## config.mk

```make
export PLATFORM = sky130hd
export DESIGN_NAME = sha_msg_feeder_flat
export DESIGN_NICKNAME = d
export VERILOG_FILES = /design/src/rtl/sha_msg_feeder_pkg.sv /design/src/rtl/sha_msg_feeder_if.sv /design/src/rtl/sha_msg_feeder_hdr_regfile.sv /design/src/rtl/sha_msg_feeder.sv /design/src/flat_wrapper.sv
export SDC_FILE = /design/constraint.sdc
export NUM_CORES = 1
export LEC_CHECK = 0
export BUFFER_PORTS_ARGS = -buffer_cell sky130_fd_sc_hd__buf_2
export CORE_UTILIZATION = 50
export CTS_CLUSTER_SIZE = 25
export DETAILED_ROUTE_END_ITERATION = 7
export PLACE_DENSITY = 0.68
export REMOVE_ABC_BUFFERS = 1
export SETUP_SLACK_MARGIN = 0.3
export SYNTH_ARGS = -nofsm -noshare
export SYNTH_HDL_FRONTEND = slang
export SYNTH_SLANG_ARGS = --single-unit
```

## constraint.sdc

```tcl
create_clock -name clk -period 5.9 [get_ports clk]
set_clock_uncertainty 0.2 [all_clocks]
set_input_delay 0.295 -clock clk [delete_from_list [all_inputs] [get_ports clk]]
set_output_delay 0.295 -clock clk [all_outputs]
set_load 0.005 [all_outputs]
```

## src/rtl/sha_msg_feeder_pkg.sv

```systemverilog
// Shared constants, state encoding and helpers for the SHA message feeder.
package sha_msg_feeder_pkg;

  localparam int SLOT_LEN  = 65;
  localparam int NONCE_W   = 32;
  localparam int HDR_WORDS = 19;

  localparam logic [1:0]  BLK_IDLE = 2'd3;
  localparam logic [31:0] PAD_WORD = 32'h80000000;
  localparam logic [31:0] LEN_WORD = 32'h00000280;   // 640-bit message length
  localparam logic [6:0]  SEL_LAST = 7'(SLOT_LEN - 1);

  typedef enum logic [2:0] {
    ST_IDLE,
    ST_BLK0,
    ST_BLK1,
    ST_BLK2,
    ST_RESULT
  } state_t;

  // Block index presented to the hash core for a given state.
  function automatic logic [1:0] blk_code(state_t s);
    case (s)
      ST_BLK0: blk_code = 2'd0;
      ST_BLK1: blk_code = 2'd1;
      ST_BLK2: blk_code = 2'd2;
      default: blk_code = BLK_IDLE;
    endcase
  endfunction

endpackage

```

## src/rtl/sha_msg_feeder_if.sv

```systemverilog
// Host/core-facing bundle of the feeder: header load, sweep control and core drive.
interface sha_msg_feeder_if;

  logic        hdr_we;
  logic [4:0]  hdr_addr;
  logic [31:0] hdr_data;
  logic [31:0] nonce_start;
  logic [31:0] nonce_end;
  logic        start;
  logic        stop;
  logic [1:0]  block;
  logic [6:0]  select;
  logic [31:0] msg_in;
  logic [31:0] nonce_out;
  logic        result_valid;
  logic        busy;
  logic        done;

  // Feeder side: takes controls, drives the hash core.
  modport master (
    input  hdr_we, hdr_addr, hdr_data, nonce_start, nonce_end, start, stop,
    output block, select, msg_in, nonce_out, result_valid, busy, done
  );

  // Host/core side.
  modport slave (
    output hdr_we, hdr_addr, hdr_data, nonce_start, nonce_end, start, stop,
    input  block, select, msg_in, nonce_out, result_valid, busy, done
  );

endinterface

```

## src/rtl/sha_msg_feeder_hdr_regfile.sv

```systemverilog
// 19 x 32 header store: one write port, one combinational read port. Not reset.
module hdr_regfile
  import sha_msg_feeder_pkg::*;
(
  input  logic        clk,
  input  logic        we,
  input  logic [4:0]  wr_addr,
  input  logic [31:0] wr_data,
  input  logic [4:0]  rd_addr,
  output logic [31:0] rd_data
);

  logic [31:0] mem [HDR_WORDS];

  // Header word write; out-of-range addresses are dropped.
  always_ff @(posedge clk) begin
    if (we && (wr_addr < 5'(HDR_WORDS))) begin
      mem[wr_addr] <= wr_data;
    end
  end

  assign rd_data = (rd_addr < 5'(HDR_WORDS)) ? mem[rd_addr] : 32'd0;

endmodule

```

## src/rtl/sha_msg_feeder.sv

```systemverilog
// Streams header + nonce + padding into the hash core as blocks 0..2, sweeping
// the nonce over an inclusive (possibly wrapping) range.
module sha_msg_feeder
  import sha_msg_feeder_pkg::*;
(
  input  logic             clk,
  input  logic             rst,
  sha_msg_feeder_if.master bus
);

  state_t             state_reg, state_next;
  logic [6:0]         sel_reg, sel_next;
  logic [1:0]         blk_reg, blk_next;
  logic [31:0]        msg_reg, msg_next;
  logic [NONCE_W-1:0] nonce_reg, nonce_next;
  logic [NONCE_W-1:0] nonce_end_reg, nonce_end_next;
  logic               rv_reg, rv_next;
  logic               busy_reg, busy_next;
  logic               done_reg, done_next;

  logic               accept_start;
  logic               hdr_wr;
  logic [4:0]         rd_addr;
  logic [31:0]        rd_data;

  // stop beats start in IDLE; header is frozen while a sweep runs.
  assign accept_start = (state_reg == ST_IDLE) && bus.start && !bus.stop;
  assign hdr_wr       = bus.hdr_we && !busy_reg && !accept_start;

  hdr_regfile u_hdr (
    .clk     (clk),
    .we      (hdr_wr),
    .wr_addr (bus.hdr_addr),
    .wr_data (bus.hdr_data),
    .rd_addr (rd_addr),
    .rd_data (rd_data)
  );

  // Next-state logic: block sequencing, select counter and nonce stepping.
  always_comb begin
    state_next     = state_reg;
    sel_next       = 7'd0;
    nonce_next     = nonce_reg;
    nonce_end_next = nonce_end_reg;
    busy_next      = busy_reg;
    done_next      = 1'b0;
    case (state_reg)
      ST_IDLE: begin
        if (accept_start) begin
          state_next     = ST_BLK0;
          nonce_next     = bus.nonce_start;
          nonce_end_next = bus.nonce_end;
          busy_next      = 1'b1;
        end
      end
      ST_BLK0: begin
        if (sel_reg == SEL_LAST) state_next = ST_BLK1;
        else                     sel_next   = sel_reg + 7'd1;
      end
      ST_BLK1: begin
        if (sel_reg == SEL_LAST) state_next = ST_BLK2;
        else                     sel_next   = sel_reg + 7'd1;
      end
      ST_BLK2: begin
        if (sel_reg == SEL_LAST) state_next = ST_RESULT;
        else                     sel_next   = sel_reg + 7'd1;
      end
      ST_RESULT: begin
        if (nonce_reg == nonce_end_reg) begin
          state_next = ST_IDLE;
          busy_next  = 1'b0;
          done_next  = 1'b1;
        end else begin
          state_next = ST_BLK0;
          nonce_next = nonce_reg + 1'b1;   // wraps naturally at 2^32
        end
      end
      default: state_next = ST_IDLE;
    endcase
    // Abort: silent return to IDLE, no result or done strobe.
    if ((state_reg != ST_IDLE) && bus.stop) begin
      state_next = ST_IDLE;
      sel_next   = 7'd0;
      busy_next  = 1'b0;
      done_next  = 1'b0;
      nonce_next = nonce_reg;
    end
  end

  assign blk_next = blk_code(state_next);
  assign rv_next  = (state_next == ST_RESULT);

  // Header read address for the word that goes out with the upcoming select.
  always_comb begin
    rd_addr = 5'd0;
    if (state_next == ST_BLK0 && sel_next < 7'd16) begin
      rd_addr = sel_next[4:0];
    end else if (state_next == ST_BLK1 && sel_next < 7'd3) begin
      rd_addr = 5'd16 + sel_next[4:0];
    end
  end

  // Message word mux, evaluated against the upcoming block/select so msg_in
  // and select change on the same edge.
  always_comb begin
    msg_next = 32'd0;
    if (state_next == ST_BLK0) begin
      if (sel_next < 7'd16) msg_next = rd_data;
    end else if (state_next == ST_BLK1) begin
      case (sel_next)
        7'd0, 7'd1, 7'd2: msg_next = rd_data;
        7'd3:             msg_next = nonce_next;
        7'd4:             msg_next = PAD_WORD;
        7'd15:            msg_next = LEN_WORD;
        default:          msg_next = 32'd0;
      endcase
    end
  end

  // State and registered outputs.
  always_ff @(posedge clk or posedge rst) begin
    if (rst) begin
      state_reg     <= ST_IDLE;
      sel_reg       <= 7'd0;
      blk_reg       <= BLK_IDLE;
      msg_reg       <= 32'd0;
      nonce_reg     <= '0;
      nonce_end_reg <= '0;
      rv_reg        <= 1'b0;
      busy_reg      <= 1'b0;
      done_reg      <= 1'b0;
    end else begin
      state_reg     <= state_next;
      sel_reg       <= sel_next;
      blk_reg       <= blk_next;
      msg_reg       <= msg_next;
      nonce_reg     <= nonce_next;
      nonce_end_reg <= nonce_end_next;
      rv_reg        <= rv_next;
      busy_reg      <= busy_next;
      done_reg      <= done_next;
    end
  end

  assign bus.block        = blk_reg;
  assign bus.select       = sel_reg;
  assign bus.msg_in       = msg_reg;
  assign bus.nonce_out    = nonce_reg;
  assign bus.result_valid = rv_reg;
  assign bus.busy         = busy_reg;
  assign bus.done         = done_reg;

endmodule
```

## src/flat_wrapper.sv

```systemverilog
// flat-port wrapper written by rule: the top's interface ports become plain ports
module sha_msg_feeder_flat import sha_msg_feeder_pkg::*;
  (clk, rst, bus_hdr_we, bus_hdr_addr, bus_hdr_data, bus_nonce_start, bus_nonce_end, bus_start, bus_stop, bus_block, bus_select, bus_msg_in, bus_nonce_out, bus_result_valid, bus_busy, bus_done);
  sha_msg_feeder_if bus_i ();
  input  logic clk;
  input  logic rst;
  input wire logic [$bits(bus_i.hdr_we)-1:0] bus_hdr_we;
  input wire logic [$bits(bus_i.hdr_addr)-1:0] bus_hdr_addr;
  input wire logic [$bits(bus_i.hdr_data)-1:0] bus_hdr_data;
  input wire logic [$bits(bus_i.nonce_start)-1:0] bus_nonce_start;
  input wire logic [$bits(bus_i.nonce_end)-1:0] bus_nonce_end;
  input wire logic [$bits(bus_i.start)-1:0] bus_start;
  input wire logic [$bits(bus_i.stop)-1:0] bus_stop;
  output wire logic [$bits(bus_i.block)-1:0] bus_block;
  output wire logic [$bits(bus_i.select)-1:0] bus_select;
  output wire logic [$bits(bus_i.msg_in)-1:0] bus_msg_in;
  output wire logic [$bits(bus_i.nonce_out)-1:0] bus_nonce_out;
  output wire logic [$bits(bus_i.result_valid)-1:0] bus_result_valid;
  output wire logic [$bits(bus_i.busy)-1:0] bus_busy;
  output wire logic [$bits(bus_i.done)-1:0] bus_done;
  assign bus_i.hdr_we = bus_hdr_we;
  assign bus_i.hdr_addr = bus_hdr_addr;
  assign bus_i.hdr_data = bus_hdr_data;
  assign bus_i.nonce_start = bus_nonce_start;
  assign bus_i.nonce_end = bus_nonce_end;
  assign bus_i.start = bus_start;
  assign bus_i.stop = bus_stop;
  assign bus_block = bus_i.block;
  assign bus_select = bus_i.select;
  assign bus_msg_in = bus_i.msg_in;
  assign bus_nonce_out = bus_i.nonce_out;
  assign bus_result_valid = bus_i.result_valid;
  assign bus_busy = bus_i.busy;
  assign bus_done = bus_i.done;
  sha_msg_feeder u_core (.clk(clk), .rst(rst), .bus(bus_i));
endmodule
```

# Word level (Yosys, flattened, before mapping)
# Memories as Yosys holds them, arrays and structs flattened.
# Cells that the tools add are included.
classes:
  n_addsub: 3
  order_cmp: 4
  eq_ne: 17
  n_mux: 31
  n_reduce_logical: 19
op_table:
  columns: ["operator", "count"]
  rows:
  - ["$mux 32", 7]
  - ["$pmux 32 s4", 1]
  - ["$pmux 32 s2", 1]
  - ["$add 32x1->32 const B", 1]
  - ["$eq 32x32->1", 1]
  - ["$mux 7", 3]
  - ["$mux 3", 5]
  - ["$pmux 3 s5", 1]
  - ["$eq 7x2->1 const B", 2]
  - ["$eq 3x2->1 const B", 4]
  - ["$lt 5x5->1 const B", 2]
  - ["$mux 5", 2]
  - ["$mux 1", 9]
  - ["$logic_and 1x1->1", 8]
  - ["$add 7x1->7 const B", 1]
  - ["$eq 7x1->1 const B", 1]
  - ["$eq 7x3->1 const B", 1]
  - ["$eq 7x4->1 const B", 1]
  - ["$eq 7x7->1 const B", 1]
  - ["$logic_not 7->1", 1]
  - ["$lt 7x2->1 const B", 1]
  - ["$lt 7x5->1 const B", 1]
  - ["$eq 3x1->1 const B", 2]
  - ["$eq 3x3->1 const B", 2]
  - ["11 further kinds", 15]
totals:
  ff_bits: 111
  mem_bits_rw: 608
  inputBits: 106
  output_inout_bits: 76
  word_cells: 84
  mem_count: 1
mem_list:
  columns: ["memory", "depth", "width", "rd", "rd_clocked_by_memory_dff", "write_ports", "line", "text"]
  rows:
  - ["u_core.u_hdr.mem", 19, 32, 1, 0, 1, "sha_msg_feeder_hdr_regfile.sv:13", "logic [31:0] mem [HDR_WORDS];"]

# Longest topological paths before layout
# Gate-level depths: netlist of run 1.
depth:
  ltp_word: 15
  depth_mapped: 15
  ltp_nobuf: 13

# Hierarchy
# From an unflattened synthesis of run 1, not the netlist that was laid out.
hier_totals:
  hier_cells: 1781
  area_unflattened_um2: 29340.6
by_module_without_submodules:
  columns: ["mod", "n_inst", "cells_per_inst", "area_each_um2", "seq_area_each_um2"]
  rows:
  - ["hdr_regfile", 1, 1165, 23425.0, 18257.5]
  - ["sha_msg_feeder", 1, 616, 5915.7, 2780.2]

# Least setup slack after synthesis of run 1
# No wires, ideal clock.
synth_path:
  path_type: "register to register"
  start: "reg u_core.state_reg[2]"
  end: "mem u_core.u_hdr.mem[12][0] (enable)"
  setup_time_ns: 0.421
  arrival_ns: 3.752
  t_required_ns: 5.279
  setup_slack_ns: 1.527
  stages_incl_launch_ff: 11
  path_buffers: 2
  synth_period_minus_slack_ns: 4.373
  path_cell_list: "dfrtp_1 > clkbuf_1 > nor3_1 > o21ai_0 > nand2_1 > nor2_1 > clkbuf_1 > nor2_1 > nand3_1 > or3_1 > nor2_1"
synth_between:
  elab_chain_cells: 8
synth_lines:
  columns: ["item", "line", "text"]
  rows:
  - ["start, declared", "sha_msg_feeder.sv:11", "state_t state_reg, state_next;"]
  - ["start signal, assigned", "sha_msg_feeder.sv:133", "state_reg <= state_next;"]
  - ["$logic_not 3->1", "sha_msg_feeder.sv:27", "assign accept_start = (state_reg == ST_IDLE) && bus.start && !bus.stop;"]
  - ["$logic_and 1x1->1 (2 in series)", "sha_msg_feeder.sv:27", null]
  - ["$logic_not 1->1", "sha_msg_feeder.sv:28", "assign hdr_wr = bus.hdr_we && !busy_reg && !accept_start;"]
  - ["$logic_and 1x1->1", "sha_msg_feeder.sv:28", null]
  - ["$logic_and 1x1->1", "sha_msg_feeder_hdr_regfile.sv:17", "if (we && (wr_addr < 5'(HDR_WORDS))) begin"]
  - ["$mux 1", "sha_msg_feeder_hdr_regfile.sv:17", null]
  - ["$mux 1 (not written as such)", "sha_msg_feeder_hdr_regfile.sv:18", "mem[wr_addr] <= wr_data;"]
  - ["end, declared", "sha_msg_feeder_hdr_regfile.sv:13", null]
# Every way passes these cells.

# Worst setup path after layout of run 1
layout_path:
  start: "reg u_core.sel_reg[0], in the netlist u_core.bus.select[0]"
  end: "reg u_core.msg_reg[15], in the netlist u_core.bus.msg_in[15]"
layout_between:
  elab_chain_cells: 13
  elab_cells_between_ends: 33
  classes_between: "add/sub (2); order compare (3); eq/ne (8); mux (15); reduce/logical (4); memory (1)"
layout_lines:
  columns: ["item", "line", "text"]
  rows:
  - ["start, declared", "sha_msg_feeder.sv:12", "logic [6:0] sel_reg, sel_next;"]
  - ["start signal, assigned", "sha_msg_feeder.sv:134", "sel_reg <= sel_next;"]
  - ["$add 7x1->7 / $eq 7x7->1 (equally long branches)", null, null]
  - ["$mux 7 (tied with other cells)", "sha_msg_feeder.sv:57, sha_msg_feeder.sv:61, sha_msg_feeder.sv:65", null]
  - ["$mux 7 / $pmux 3 s5 (equally long branches)", null, null]
  - ["$mux 7 / $mux 3 (equally long branches)", "sha_msg_feeder.sv:81", "if ((state_reg != ST_IDLE) && bus.stop) begin"]
  - ["$lt 7x2->1 / $eq 3x2->1 (equally long branches)", "sha_msg_feeder.sv:98, sha_msg_feeder.sv:109", null]
  - ["$logic_and 1x1->1", "sha_msg_feeder.sv:98", "end else if (state_next == ST_BLK1 && sel_next < 7'd3) begin"]
  - ["$mux 5", "sha_msg_feeder.sv:98", null]
  - ["$mux 5", "sha_msg_feeder.sv:96", "if (state_next == ST_BLK0 && sel_next < 7'd16) begin"]
  - ["$mem_v2 19x32 / $lt 5x5->1 (equally long branches)", null, null]
  - ["$mux 32", "sha_msg_feeder_hdr_regfile.sv:22", "assign rd_data = (rd_addr < 5'(HDR_WORDS)) ? mem[rd_addr] : 32'd0;"]
  - ["$pmux 32 s4", "sha_msg_feeder.sv:110", "case (sel_next)"]
  - ["$mux 32", "sha_msg_feeder.sv:109", "end else if (state_next == ST_BLK1) begin"]
  - ["$mux 32 (*)", "sha_msg_feeder.sv:107", "if (state_next == ST_BLK0) begin"]
  - ["named net u_core.msg_next[15]", "sha_msg_feeder.sv:14", "logic [31:0] msg_reg, msg_next;"]
  - ["end signal, assigned", "sha_msg_feeder.sv:136", "msg_reg <= msg_next;"]
  - ["end, declared", "sha_msg_feeder.sv:14", null]
# Mark *: on every way through the listed nets, which the timed path passes. The rest lies on a longest branch.
# A chain may end at the register's enable or synchronous reset.

==> results.sh, run 1 <==
export IMPL_status="finished, final reports clean"
export IMPL_worst_r2r_endpoint="u_core.bus.msg_in[15]$_DFF_PP0_"
export IMPL_rrSetupSlack_ns=1.10
export IMPL_cts_buffers=75
export IMPL_crit_path_start_kind="flip-flop"
export IMPL_ys_seq_area_share_pct=71.32
export IMPL_grt_pass1_wl_mm=138.8
export IMPL_ys_ff_latch=719
export IMPL_gp_congestion=0.9622
export IMPL_hold_end="u_core.bus.nonce_out[3]$_DFF_PP0_"
export IMPL_avgSynthCellArea_um2=13.05
export IMPL_layout_drive_gt1_share_pct=16.97
export IMPL_power_density_nw_per_um2=321.4
export IMPL_final_setup_tns_ns=0
export IMPL_crit_cells=12
export IMPL_fmax_mhz=208.3
export IMPL_core_area_um2=58030
export IMPL_track_usage_pct=31.89
export IMPL_io_pins=182
export IMPL_dr_pass1_iters=6
export IMPL_p_leak_nw=12.45
export IMPL_htreeDepth=3
export IMPL_wirelength_mm=95.59
export IMPL_min_from="bus_nonce_start[3]"
export IMPL_yosys_warnings=0
export IMPL_finalCritPeriodShare_pct=81.37
export IMPL_min_path_type="input port to flip-flop"
export IMPL_dieArea_um2=59970
export IMPL_rr_startpoint="u_core.bus.select[0]$_DFF_PP0_"
export IMPL_post_drt_via_cell_ratio=6.345
export IMPL_async_reset_ff_share_pct=15.44
export IMPL_cts_path_max_buffers=3
export IMPL_initial_core_util_pct=50.84
export IMPL_drt_initial_drc_count=2905
export IMPL_overflow=0
export IMPL_largest_reg_flops=608
export IMPL_die_h_um=244.9
export IMPL_rr_worst_depth=12
export IMPL_crit_family="simple AND/OR/NAND/NOR gates"
export IMPL_place_ws_ns=1.063
export IMPL_crit_slowest_cell="nor2_1"
export IMPL_path_max_fanout=19
export IMPL_grt_max_degree=73
export IMPL_fin_nets=2665
export IMPL_yosysMostFrequentCell="edfxtp_1"
export IMPL_grt_pass1_vias=20729
export IMPL_critical_path_cell_chain="inv_1 > ha_1 > and2_1 > a211oi_2 > nand2_1 > buf_4 > inv_2 > nand3_1 > nor2_1 > o221ai_1 > a2111oi_0 > nand3b_1"
export IMPL_cp_end_kind="flip-flop"
export IMPL_syn_inst=2260
export IMPL_critPathBufInv=3
export IMPL_route_vias_total=21471
export IMPL_period_minus_slack_ns=4.801
export IMPL_dp_final_hpwl_mm=58.86
export IMPL_hold_depth=3
export IMPL_cpPeakStageDelay_ns=0.76
export IMPL_yosysTopAreaCellShare_pct=61.89
export IMPL_ant_nets=0
export IMPL_routed_top_layer="met5"
export IMPL_post_cts_buffers=0
export IMPL_tightest_slew_ns=1.175
export IMPL_setup_ws_ns=1.099
export IMPL_maxSlewHeadroom_pct=20.66
export IMPL_maxSlewViolCount=0
export IMPL_met2WireLength_mm=43.75
export IMPL_wl_met1_mm=37.03
export IMPL_clkLatencyLatePin_ns=0.62
export IMPL_die_w_um=244.9
export IMPL_grt_antenna_before_repair=3
export IMPL_row_count=88
export IMPL_worstSetupPathType="flip-flop to flip-flop"
export IMPL_met3_wirelength_mm=10.59
export IMPL_synth_edff_count=608
export IMPL_cts_resized=0
export IMPL_port_buffers=181
export IMPL_arrival_ns=5.14
export IMPL_critPathRequiredTime_ns=6.24
export IMPL_cts_tree="yes"
export IMPL_synth_common_cells="edfxtp_1 (608), nand2_1 (461), nor2_1 (161)"
export IMPL_place_area_um2=31550
export IMPL_rsz0062_at_grt="no"
export IMPL_maxCapViolCount=0
export IMPL_setup_violations=0
export IMPL_nFillCells=4443
export IMPL_netlist_area_um2=29500
export IMPL_synth_top_cells_by_area="edfxtp_1 (62%), dfrtp_1 (9.2%), nand2_1 (5.9%), nor2_1 (2.0%), nand3_1 (1.8%)"
export IMPL_area_growth_pct=18.32
export IMPL_hold_violations=0
export IMPL_synth_top_area_cell="edfxtp_1"
export IMPL_avgRoutedWirePerCell_um=28.25
export IMPL_cts_sinks=719
export IMPL_drc=0
export IMPL_clkSlewWorstSetupHoldPaths_ns=0.06
export IMPL_cts_root_buf="clkbuf_16"
export IMPL_regMostFlops="u_core.u_hdr.mem"
export IMPL_ys_types=90
export IMPL_ys_flop_type="edfxtp_1"
export IMPL_ir_drop_v=0.0002096
export IMPL_stdcell_area_um2=34900
how the worst max path moves through the flow:
stage	to	startpoint	slack, ns
after floorplan	u_core.bus.msg_in[2]$_DFF_PP0_	u_core.bus.select[0]$_DFF_PP0_	-1.38
after global placement	u_core.bus.msg_in[18]$_DFF_PP0_	u_core.bus.select[0]$_DFF_PP0_	1.24
after detailed placement	u_core.bus.msg_in[15]$_DFF_PP0_	u_core.bus.select[0]$_DFF_PP0_	1.06
after CTS	u_core.bus.msg_in[15]$_DFF_PP0_	u_core.bus.select[0]$_DFF_PP0_	1.06
after global routing	u_core.bus.msg_in[15]$_DFF_PP0_	u_core.bus.select[0]$_DFF_PP0_	0.95
final	u_core.bus.msg_in[15]$_DFF_PP0_	u_core.bus.select[0]$_DFF_PP0_	1.10
metal layers:
metal | vias to the layer above | GRT usage [%]
met5 | - | 0
met4 | 4 | 13.79
met3 | 229 | 6.145
met2 | 1490 | 49.78
met1 | 10618 | 43.78
li1 | 9130 | -
layout by cell type, fill, tap and decap left out, types with 12 or more instances in the layout:
cell | synthesis | final
edfxtp_1 | 608 | 608
nand2_1 | 461 | 461
buf_2 | 50 | 181
nor2_1 | 161 | 138
dfrtp_1 | 109 | 109
nand3_1 | 105 | 104
dlygate4sd3_1 | 0 | 95
o21ai_0 | 82 | 81
clkbuf_16 | 0 | 79
buf_4 | 7 | 66
a21oi_1 | 63 | 63
a31oi_1 | 53 | 53
mux2i_1 | 48 | 48
xor2_1 | 34 | 34
nand4_1 | 31 | 31
o22ai_1 | 29 | 29
o211ai_1 | 25 | 25
nor3_1 | 25 | 23
nor2_4 | 0 | 21
clkbuf_1 | 55 | 20
and3_1 | 16 | 16
a211oi_1 | 15 | 15
clkinv_2 | 0 | 14
inv_1 | 14 | 13
a32oi_1 | 13 | 13
a22oi_1 | 12 | 12
o221ai_1 | 12 | 12
logic make-up (layout without fill, tap and decap cells):
group	after synthesis	in the layout	synth area share (%)
adder cells (fa/ha/maj)	3	3	0.1273
AO/OA/AOI/OAI	431	431	10.20
buffers and inverters	144	501	2.146
flip-flops	719	719	71.32
XOR/XNOR	39	39	1.158
other	0	2	0
AND/OR/NAND/NOR	863	863	12.81
multiplexers	61	61	2.239
metrics by stage:
stage	hold slack [ns]	utilization (%)	total power [W]	std cells
floorplan	0.1581	-	0.006242	2133
global placement	0.2771	54.38	0.006655	3149
detailed placement	0.2868	54.38	0.006668	3149
CTS	0.04629	60.15	0.01124	3382
global route	0.08155	60.15	0.01153	3383
finish	0.08506	60.15	0.01122	3384
report_power, final:
| group | internal [W] | switching, W |
|---|---|---|
| clock network | 0.00267 | 0.00192 |
| registers | 0.00563 | 0.000168 |
| logic | 0.000311 | 0.000525 |
worst min-delay path, stage by stage:
cell and delay [ns]:
buf_2 0.09, a22oi_1 0.07, o21ai_0 0.33
area by class of cell:
type	count	area (µm²)	area share [%]
Sequential cell	719	21040	60.27
Timing Repair Buffer	346	2432	6.968
Inverter	17	68.82	0.1972
Tap cell	765	957.2	2.742
Clock inverter	29	207.7	0.5950
Multi-Input combinational cell	1397	8006	22.94
Clock buffer	109	2190	6.273
Antenna cell	2	5.005	0.01434
timing repair:
action	4_1_cts	5_1_grt
hold buffers	95	0
hold endpoints to repair	744	0
endpoints found under the setup margin	0	0
Power figures use the tool's default switching activity.
==> run 2, diff against run 1 <==
==> constraint.sdc (replaced) <==
create_clock -name clk -period 4.5 [get_ports clk]
set_clock_uncertainty 0.2 [all_clocks]
set_input_delay 0.225 -clock clk [delete_from_list [all_inputs] [get_ports clk]]
set_output_delay 0.225 -clock clk [all_outputs]
set_load 0.005 [all_outputs]
==> results.sh, run 2 (synthesized netlist as in run 1, its figures left out) <==
export IMPL_status="finished, final reports clean"
export IMPL_grt_pass1_wl_mm=139.8
export IMPL_grt_antenna_before_repair=2
export IMPL_p_clk_share_pct=40.3
export IMPL_wirelength_mm=96.51
export IMPL_hold_violations=0
export IMPL_track_usage_pct=32.25
export IMPL_cts_root_buf="clkbuf_16"
export IMPL_p_leak_nw=12.66
export IMPL_maxSlewViolCount=0
export IMPL_mostFrequentLayoutCells="edfxtp_1 (608), nand2_1 (460), buf_2 (181)"
export IMPL_dr_pass1_iters=6
export IMPL_area_growth_pct=20.28
export IMPL_p_comb_share_pct=8.1
export IMPL_cts_sinks=719
export IMPL_io_pins=182
export IMPL_grt_pass1_vias=20911
export IMPL_final_util_pct=61.15
export IMPL_overflow=0
export IMPL_path_max_fanout=64
export IMPL_cp_end_kind="flip-flop"
export IMPL_gp_congestion=0.9700
export IMPL_power_density_nw_per_um2=414.5
export IMPL_tightest_slew_ns=1.129
export IMPL_rsz0062_at_grt="yes"
export IMPL_core_area_um2=58030
export IMPL_largest_reg_flops=608
export IMPL_clkLatencyLatePin_ns=0.62
export IMPL_p_sw_share_pct=23.58
export IMPL_arrival_ns=4.36
export IMPL_htreeDepth=3
export IMPL_period_minus_slack_ns=4.109
export IMPL_avgRoutedWirePerCell_um=28.18
export IMPL_regMostFlops="u_core.u_hdr.mem"
export IMPL_cts_path_max_buffers=3
export IMPL_switching_power_w=0.003468
export IMPL_dp_final_hpwl_mm=59.42
export IMPL_ir_drop_v=0.0002725
export IMPL_finalCritPeriodShare_pct=91.30
export IMPL_top_usage_layer="met2"
export IMPL_initial_core_util_pct=50.84
export IMPL_crit_path_start_kind="flip-flop"
export IMPL_layout_drive_gt1_share_pct=17.75
export IMPL_row_count=88
export IMPL_dieArea_um2=59970
export IMPL_port_buffers=181
export IMPL_grt_max_degree=69
export IMPL_drc=0
export IMPL_route_vias_total=21540
export IMPL_met1_usage_pct=43.39
export IMPL_layout_commonest_cell="edfxtp_1"
export IMPL_fmax_mhz=243.4
export IMPL_worstSetupPathType="flip-flop to flip-flop"
export IMPL_cts_buffers=75
export IMPL_place_ws_ns=0.3439
export IMPL_die_w_um=244.9
export IMPL_cts_tree="yes"
export IMPL_grtUsageMet2_pct=52.06
export IMPL_setup_violations=0
export IMPL_final_setup_tns_ns=0
export IMPL_pwr_share_seq_pct=51.6
export IMPL_p_int_w=0.01124
export IMPL_die_h_um=244.9
export IMPL_maxCapViolCount=0
export IMPL_ant_nets=0
export IMPL_clkSlewWorstSetupHoldPaths_ns=0.07
export IMPL_min_path_type="input port to flip-flop"
export IMPL_fin_nets=2710
export IMPL_maxSlewHeadroom_pct=23.74
export IMPL_setup_ws_ns=0.3914
export IMPL_globalRouteMet3Util_pct=6.057
export IMPL_critPathRequiredTime_ns=4.75
export IMPL_drt_initial_drc_count=2802
export IMPL_post_drt_via_cell_ratio=6.289
## run 2: cell count changes in the layout (fill, tap and decap cells not counted), sizes merged
cell / previous run / this run
buf: 251 / 290
bufinv: 2 / 4
clkbuf: 109 / 101
clkinv: 21 / 25
clkinvlp: 5 / 3
diode: 2 / 1
dlygate4sd3: 95 / 100
inv: 18 / 19
nor2: 163 / 164
## run 2: worst max-delay path, stage by stage (launching register included)
cell and delay (ns):
dfrtp_1 0.44, inv_1 0.15, ha_1 0.45, nor2b_2 0.29
nor4_1 0.10, o311a_1 0.45, or3_1 0.51, nand2_8 0.27
buf_16 0.29, mux2i_1 0.24, mux2i_1 0.09, o211ai_1 0.21
nand4_1 0.16
## run 2: final cells by class
cell class | instances | area [µm²]
Sequential cell | 719 | 21040
Timing Repair Buffer | 390 | 3062
Multi-Input combinational cell | 1398 | 8043
Fill cell | 4408 | 22540
Inverter | 17 | 68.82
Tap cell | 765 | 957.2
Antenna cell | 1 | 2.502
Clock buffer | 101 | 2036
Clock inverter | 34 | 276.5
## run 2: what timing repair did
item                                    in CTS  in global routing
setup buffers                                0                  2
endpoints found under the hold margin      728                  0
endpoints found under the setup margin       0                 25
resized for setup                            0                  8
hold buffers                               100                  0
## run 2: per-layer routing
layer  vias to the layer above  wire (µm)  part of all wire [%]
li1                       9208          -                     -
met1                     10652      36700                    38
met2                      1445      45980                    48
met3                       233      10150                    11
met4                         2       3667                   3.8
met5                         -          8                0.0083
## run 2: path summary, 6_finish.rpt
check,depth (start not counted),slack [ns],to,from
max reg2reg,12,0.39,u_core.bus.msg_in[30]$_DFF_PP0_,u_core.bus.select[0]$_DFF_PP0_
min,6,0.07,u_core.state_reg[0]$_DFF_PP0_,bus_start
min reg2reg,2,0.30,u_core.nonce_end_reg[0]$_DFFE_PP0P_,u_core.nonce_end_reg[0]$_DFFE_PP0P_
max,12,0.39,u_core.bus.msg_in[30]$_DFF_PP0_,u_core.bus.select[0]$_DFF_PP0_
max in group asynchronous,4,2.94,u_core.bus.msg_in[24]$_DFF_PP0_,rst
min in group asynchronous,3,0.11,u_core.bus.nonce_out[14]$_DFF_PP0_,rst
## run 2: through the flow
| step | area [µm²] | hold slack, ns | instances | total power (W) |
|---|---|---|---|---|
| floorplan | 28930 | 0.08814 | 2133 | 0.008184 |
| global placement | 32090 | 0.2005 | 3186 | 0.008787 |
| detailed placement | 32090 | 0.2018 | 3186 | 0.008807 |
| CTS | 35410 | 0.03803 | 3421 | 0.01472 |
| global route | 35480 | 0.06328 | 3424 | 0.01512 |
| finish | 35480 | 0.06991 | 3425 | 0.01471 |
## run 2: power groups by stage
stage	Sequential (W)	Combinational, W	Clock (W)
floorplan	0.00767	0.000518	0
global placement	0.00772	0.00107	0
detailed placement	0.00772	0.00109	0
CTS	0.00758	0.00117	0.00597
global route	0.00760	0.00128	0.00624
finish	0.00759	0.00119	0.00593
